File: config.mk
export PLATFORM = sky130hd
export DESIGN_NAME = aer_event_dispatcher
export DESIGN_NICKNAME = d
export VERILOG_FILES = /design/src/rtl/aer_event_dispatcher.sv
export SDC_FILE = /design/constraint.sdc
export NUM_CORES = 1
export LEC_CHECK = 0
export CAP_MARGIN = 10
export CORE_AREA = 2 2 68 70
export CTS_BUF_LIST = sky130_fd_sc_hd__clkbuf_2
export CTS_CLUSTER_DIAMETER = 200
export DETAILED_ROUTE_END_ITERATION = 16
export DIE_AREA = 0 0 70 72
export PLACE_DENSITY = 0.8
export SLEW_MARGIN = 20
export SYNTH_ARGS = -nofsm -noshare
export SYNTH_HDL_FRONTEND = slang
export SYNTH_SLANG_ARGS = --single-unit
File: constraint.sdc
create_clock -name CLK -period 5.8 [get_ports CLK]
set_input_delay 0.87 -clock CLK [delete_from_list [all_inputs] [get_ports CLK]]
set_output_delay 0.87 -clock CLK [all_outputs]
set_load 0.01 [all_outputs]
File: src/rtl/aer_event_dispatcher.sv
// aer_event_dispatcher
//   Drains the neuron-index FIFO filled by the spike filter and issues one
//   4-phase AER event per entry to the tinyODIN AERIN interface. It signals
//   end of time step and counts the events dispatched in the current step.
//
// Ports
//   CLK, RSTN          clock, asynchronous active-low reset
//   enable_i           level, permits new FIFO pops
//   FIFO_r_en_o        FIFO pop strobe (one cycle per entry)
//   FIFO_r_data_i      FIFO head data, valid the cycle after FIFO_r_en_o
//   FIFO_empty_i       FIFO empty flag
//   spikecore_done_i   level, spike filter finished scanning this tick
//   AERIN_ADDR_o       {1'b0, neuron_idx, M'b0}, flop-driven
//   AERIN_REQ_o        AER request, flop-driven
//   AERIN_ACK_i        AER acknowledge, asynchronous to CLK
//   event_cnt_o        saturating count of events completed this step
//   step_done_o        one-cycle end-of-step pulse
//   busy_o             high in any state other than IDLE and DONE
//   dbg_state_o        current FSM state encoding (debug)
//
// Handshake (4-phase): REQ rises with a stable ADDR; the core raises ACK;
// REQ falls only after synchronised ACK is seen high; the event completes
// when synchronised ACK is seen low again. ADDR never changes while REQ is
// high and REQ is never withdrawn before ACK.
module aer_event_dispatcher #(
  parameter int M           = 8,
  parameter int SYNC_STAGES = 2,
  parameter int CNT_W       = 16
) (
  input  logic             CLK,
  input  logic             RSTN,
  input  logic             enable_i,
  output logic             FIFO_r_en_o,
  input  logic [M-1:0]     FIFO_r_data_i,
  input  logic             FIFO_empty_i,
  input  logic             spikecore_done_i,
  output logic [2*M:0]     AERIN_ADDR_o,
  output logic             AERIN_REQ_o,
  input  logic             AERIN_ACK_i,
  output logic [CNT_W-1:0] event_cnt_o,
  output logic             step_done_o,
  output logic             busy_o,
  output logic [2:0]       dbg_state_o
);

  typedef enum logic [2:0] {
    S_IDLE  = 3'd0,
    S_POP   = 3'd1,
    S_LOAD  = 3'd2,
    S_REQ   = 3'd3,
    S_ACKLO = 3'd4,
    S_DONE  = 3'd5
  } state_e;

  localparam logic [CNT_W-1:0] CNT_MAX = '1;

  state_e                 state_q, state_d;
  logic [SYNC_STAGES-1:0] ack_sync_q, ack_sync_d;
  logic                   ack_s;
  logic [M-1:0]           addr_q, addr_d;
  logic                   req_q, req_d;
  logic [CNT_W-1:0]       cnt_q, cnt_d;
  logic                   step_done_q, step_done_d;

  // ACK synchroniser: shift in at bit 0, use the oldest stage.
  assign ack_sync_d = {ack_sync_q[SYNC_STAGES-2:0], AERIN_ACK_i};
  assign ack_s      = ack_sync_q[SYNC_STAGES-1];

  always_comb begin
    state_d = state_q;
    addr_d  = addr_q;
    req_d   = req_q;
    cnt_d   = cnt_q;
    case (state_q)
      S_IDLE: begin
        // Pending entries take priority over end of step, so a late
        // spikecore_done_i still lets the FIFO drain first.
        if (enable_i && !FIFO_empty_i) begin
          state_d = S_POP;
        end else if (spikecore_done_i && FIFO_empty_i) begin
          state_d = S_DONE;
        end
      end
      S_POP: begin
        state_d = S_LOAD;
      end
      S_LOAD: begin
        addr_d  = FIFO_r_data_i;
        req_d   = 1'b1;
        state_d = S_REQ;
      end
      S_REQ: begin
        if (ack_s) begin
          req_d   = 1'b0;
          state_d = S_ACKLO;
        end
      end
      S_ACKLO: begin
        if (!ack_s) begin
          if (cnt_q != CNT_MAX) begin
            cnt_d = cnt_q + CNT_W'(1);
          end
          state_d = S_IDLE;
        end
      end
      S_DONE: begin
        if (!spikecore_done_i) begin
          cnt_d   = '0;
          state_d = S_IDLE;
        end
      end
      default: begin
        req_d   = 1'b0;
        state_d = S_IDLE;
      end
    endcase
  end

  // Pulse only on the transition into DONE, not while it is held.
  assign step_done_d = (state_d == S_DONE) && (state_q != S_DONE);

  always_ff @(posedge CLK or negedge RSTN) begin
    if (!RSTN) begin
      state_q     <= S_IDLE;
      ack_sync_q  <= '0;
      addr_q      <= '0;
      req_q       <= 1'b0;
      cnt_q       <= '0;
      step_done_q <= 1'b0;
    end else begin
      state_q     <= state_d;
      ack_sync_q  <= ack_sync_d;
      addr_q      <= addr_d;
      req_q       <= req_d;
      cnt_q       <= cnt_d;
      step_done_q <= step_done_d;
    end
  end

  // All outputs decode flops only; no input reaches them combinationally.
  assign FIFO_r_en_o  = (state_q == S_POP);
  assign AERIN_ADDR_o = {1'b0, addr_q, {M{1'b0}}};
  assign AERIN_REQ_o  = req_q;
  assign event_cnt_o  = cnt_q;
  assign step_done_o  = step_done_q;
  assign busy_o       = (state_q != S_IDLE) && (state_q != S_DONE);
  assign dbg_state_o  = state_q;

endmodule
==> metrics.txt <==
# TYPE chip_impl_metric gauge
chip_impl_metric{name="cts_post_setup_buffers_inserted",unit=""} 0
chip_impl_metric{name="fraction_of_final_layout_cells_with_drive_strength_greater_than_1",unit="%"} 13.2
chip_impl_metric{name="multiInputGateArea",unit="um2"} 757
chip_impl_metric{name="fin_skew",unit="ps"} 14.0
chip_impl_info{name="post-synth-top-area-cell",value="dfrtp_1"} 1
chip_impl_info{name="root_buffer",value="clkbuf_2"} 1
chip_impl_metric{name="grt_usage",unit="%"} 14.5
chip_impl_info{name="crit_type",value="reg2out"} 1
chip_impl_metric{name="report.final.slew_viol_count",unit=""} 0
chip_impl_metric{name="whs",unit="ps"} 372
chip_impl_metric{name="clk_pin_slew",unit="ps"} 150
chip_impl_metric{name="numPlacedInstances",unit=""} 248
chip_impl_metric{name="power.static_leakage",unit="nW"} 0.839
chip_impl_metric{name="post_synth_xor_area_fraction",unit="%"} 0.534
chip_impl_metric{name="pre_cts_ws",unit="ps"} 3500
chip_impl_metric{name="grt_max_degree",unit=""} 32
chip_impl_metric{name="cts.path.max_buffers",unit=""} 2
chip_impl_metric{name="synth_simple_gate_area_share",unit="%"} 14.1
chip_impl_metric{name="final.fill_count",unit=""} 412
chip_impl_metric{name="ys_ff_latch",unit=""} 31
chip_impl_metric{name="syn_to_layout_area_delta",unit="%"} 28.7
chip_impl_metric{name="timing_hold_violations_final",unit=""} 0
chip_impl_metric{name="detail_route.vias_per_cell",unit=""} 5.34
chip_impl_metric{name="synth_fa_ha_area_share",unit="%"} 0.763
chip_impl_info{name="timing.critical_path.slowest_stage_cell",value="dfrtp_1"} 1
chip_impl_metric{name="boundaryPins",unit=""} 54
chip_impl_metric{name="die-area",unit="um2"} 5040
chip_impl_metric{name="routed-via-count",unit=""} 1367
chip_impl_metric{name="ctsResizeCount",unit=""} 0
chip_impl_metric{name="tritoncts.num_buffers",unit=""} 5
chip_impl_metric{name="clkLatencyLatePin",unit="ps"} 340
chip_impl_metric{name="coreArea",unit="um2"} 4260
chip_impl_metric{name="report.power.total",unit="mW"} 1.06
chip_impl_metric{name="placement.io_buffers",unit=""} 44
chip_impl_metric{name="synth_edf_count",unit=""} 0
chip_impl_metric{name="final_min_period_over_clock_period",unit="%"} 46.3
chip_impl_info{name="tritoncts",value="yes"} 1
chip_impl_metric{name="grt_antenna_before_repair",unit=""} 0
chip_impl_info{name="synth-main-ff-cell",value="dfrtp_1"} 1
chip_impl_metric{name="num_rows",unit=""} 24
chip_impl_metric{name="sequential_cell_area",unit="um2"} 776
chip_impl_metric{name="finalSetupViolations",unit=""} 0
chip_impl_metric{name="width_of_the_die",unit="um"} 70
chip_impl_metric{name="dp_hpwl",unit="um"} 2500
chip_impl_info{name="run_status",value="finished, final reports clean"} 1
chip_impl_metric{name="ant_nets",unit=""} 0
chip_impl_metric{name="first_drt_pass_iteration_count",unit=""} 4
chip_impl_metric{name="syn-instance-count",unit=""} 159
chip_impl_metric{name="cts_num_sinks",unit=""} 31
chip_impl_info{name="rsz0062_at_grt",value="false"} 1
chip_impl_info{name="synth_top_family_by_area",value="compound AO/OA/AOI/OAI gates"} 1
chip_impl_metric{name="yosysUniqueCellTypes",unit=""} 42
chip_impl_metric{name="timing.max_cap.violations",unit=""} 0
chip_impl_info{name="critPathLaunchType",value="flip-flop"} 1
chip_impl_metric{name="cpPeakStageDelay",unit="ps"} 580
chip_impl_metric{name="reg2reg_slack",unit="ps"} 3600
chip_impl_metric{name="nNetsFinal",unit=""} 218
chip_impl_metric{name="critical_path_arrival",unit="ps"} 1820
chip_impl_metric{name="grt_overflow_total",unit=""} 0
chip_impl_metric{name="fmaxAchievable",unit="MHz"} 372
chip_impl_metric{name="power.density_cell_area",unit="nW/um2"} 503
chip_impl_metric{name="ir_worst_vdd",unit="mV"} 0.213
chip_impl_metric{name="cts.hold.buffers_added",unit=""} 0
chip_impl_metric{name="synth.avg_cell_area",unit="um2"} 10.3
chip_impl_metric{name="via_count_of_the_first_global_routing_pass",unit=""} 1282
chip_impl_metric{name="relSlewSlack",unit="%"} 56.1
chip_impl_info{name="worstHoldPathType",value="reg2reg"} 1
chip_impl_metric{name="fin_crit",unit="ps"} 2690
chip_impl_info{name="end_kind",value="output pin"} 1
chip_impl_metric{name="globalplace.congestion",unit=""} 0.784
chip_impl_metric{name="yosys_warnings",unit=""} 0
chip_impl_metric{name="portion_of_the_post_synthesis_area_used_by_sequential_elements",unit="%"} 47.3
chip_impl_info{name="final_cell_mix",value="clkdlybuf4s50_1 (44), dfrtp_1 (31), o21ai_0 (16), a31oi_1 (13)"} 1
chip_impl_metric{name="h-tree-depth",unit=""} 2
chip_impl_metric{name="totalWireLength",unit="um"} 3520
chip_impl_metric{name="fin_setup_tns",unit="ps"} 0
chip_impl_metric{name="diodes",unit=""} 0
chip_impl_metric{name="share_of_the_synthesized_area_in_compound_gates_ao_oa_aoi_oai",unit="%"} 22.0
chip_impl_metric{name="timing.critical_path.fanout_max",unit=""} 10
chip_impl_metric{name="global_route_wire_length_before_repair",unit="um"} 5930
chip_impl_metric{name="route.detailed.wl_per_inst",unit="um"} 13.8
chip_impl_metric{name="vertical_extent_of_the_die",unit="um"} 72
chip_impl_metric{name="fraction_of_post_synthesis_cell_area_in_the_top_cell_type_by_area",unit="%"} 47.3
chip_impl_info{name="critical_path.cell_chain",value="inv_1 > nor3_1 > clkdlybuf4s50_1"} 1
chip_impl_metric{name="starting_density_of_the_core",unit="%"} 38.4
chip_impl_metric{name="remaining_drc_errors",unit=""} 0
chip_impl_metric{name="asyncSetResetFlopFracSynth",unit="%"} 100
chip_impl_metric{name="mappedNetlistArea",unit="um2"} 1640
chip_impl_metric{name="worst-path-buf-inv",unit=""} 2
chip_impl_metric{name="setup_ws",unit="ps"} 3110
chip_impl_metric{name="critPathRequiredTime",unit="ps"} 4930
chip_impl_metric{name="detailedRoute.firstIterationViolations",unit=""} 112
chip_impl_info{name="layout_commonest_cell",value="clkdlybuf4s50_1"} 1
chip_impl_metric{name="mux_share_of_post_synthesis_cell_area",unit="%"} 6.72
chip_impl_info{name="worst_path_dominant_cell_family",value="buffers and inverters"} 1
chip_impl_metric{name="layout_cells_excl_fill",unit=""} 256
chip_impl_metric{name="worst_slew_pin_slew",unit="ps"} 656
chip_impl_info{name="ys_top_cells_by_area",value="dfrtp_1 (47%), mux2_2 (5.5%), a31oi_1 (5.0%)"} 1
-- Yosys cell counts (2+ instances only) --
master     number
dfrtp_1        31
o21ai_0        16
a31oi_1        13
buf_4           9
nand2_1         9
mux2_2          8
inv_1           7
a21oi_1         6
nand3_1         6
nor3_1          5
nor2_1          4
clkbuf_1        3
nand4_1         3
o22ai_1         3
a22o_1          2
a2bb2oi_1       2
a41oi_1         2
a41oi_2         2
buf_6           2
mux2i_1         2
nand2b_1        2
o21ai_2         2
-- cell families after synthesis --
kind of cell / count (synthesis)
AO/OA/AOI/OAI: 53
AND/OR/NAND/NOR: 39
flip-flops: 31
buffers and inverters: 23
multiplexers: 10
adder cells (fa/ha/maj): 1
other: 1
XOR/XNOR: 1
-- area by class of cell --
type,count,area share [%]
Clock inverter,2,0.356
Sequential cell,31,36.8
Multi-Input combinational cell,113,35.9
Timing Repair Buffer,45,21.2
Tap cell,52,3.08
Inverter,7,1.25
Clock buffer,6,1.42
-- power breakdown --
group,switching (mW),internal [mW]
Combinational,0.209,0.308
Clock,0.0704,0.0291
Sequential,0.134,0.311
Total,0.413,0.648
-- stage by stage --
step	util (%)	instance area [um2]
after global routing	49.5	2110
after detailed placement	48.6	2070
final	49.5	2110
after floorplan	-	1670
after CTS	49.5	2110
after global placement	48.6	2070
-- worst reg2reg max path, delay by kind of cell, from the launching register on --
family | cells | cell delay (ps)
adder cells (fa/ha/maj) | 1 | 250
flip-flops | 1 | 490
AO/OA/AOI/OAI | 2 | 640
AND/OR/NAND/NOR | 3 | 780
-- state kept, by name, indices dropped and copies added (netlist names) --
signal	flops
AERIN_REQ_o	1
ack_sync_q	2
addr_q	8
dbg_state_o	3
event_cnt_o	16
step_done_o	1
-- final timing paths --
check,start,to,cells past startpoint
min,ack_sync_q[0]$_DFF_PN0_,ack_sync_q[1]$_DFF_PN0_,0
max,dbg_state_o[0]$_DFF_PN0_,FIFO_r_en_o,3
max in group asynchronous,RSTN,event_cnt_o[7]$_DFFE_PN0P_,2
min in group asynchronous,RSTN,dbg_state_o[2]$_DFF_PN0_,2
max reg2reg,event_cnt_o[0]$_DFFE_PN0P_,event_cnt_o[10]$_DFFE_PN0P_,6
min reg2reg,ack_sync_q[0]$_DFF_PN0_,ack_sync_q[1]$_DFF_PN0_,0
-- routing by layer --
metal | routed length (um) | vias up | global-route usage [%]
met3 | 174 | 2 | 4.44
met1 | 1610 | 666 | 18.8
met5 | 0 | - | 0
li1 | - | 663 | -
met4 | 27 | 0 | 4.70
met2 | 1710 | 36 | 23.4
Power figures use the tool's default switching activity.
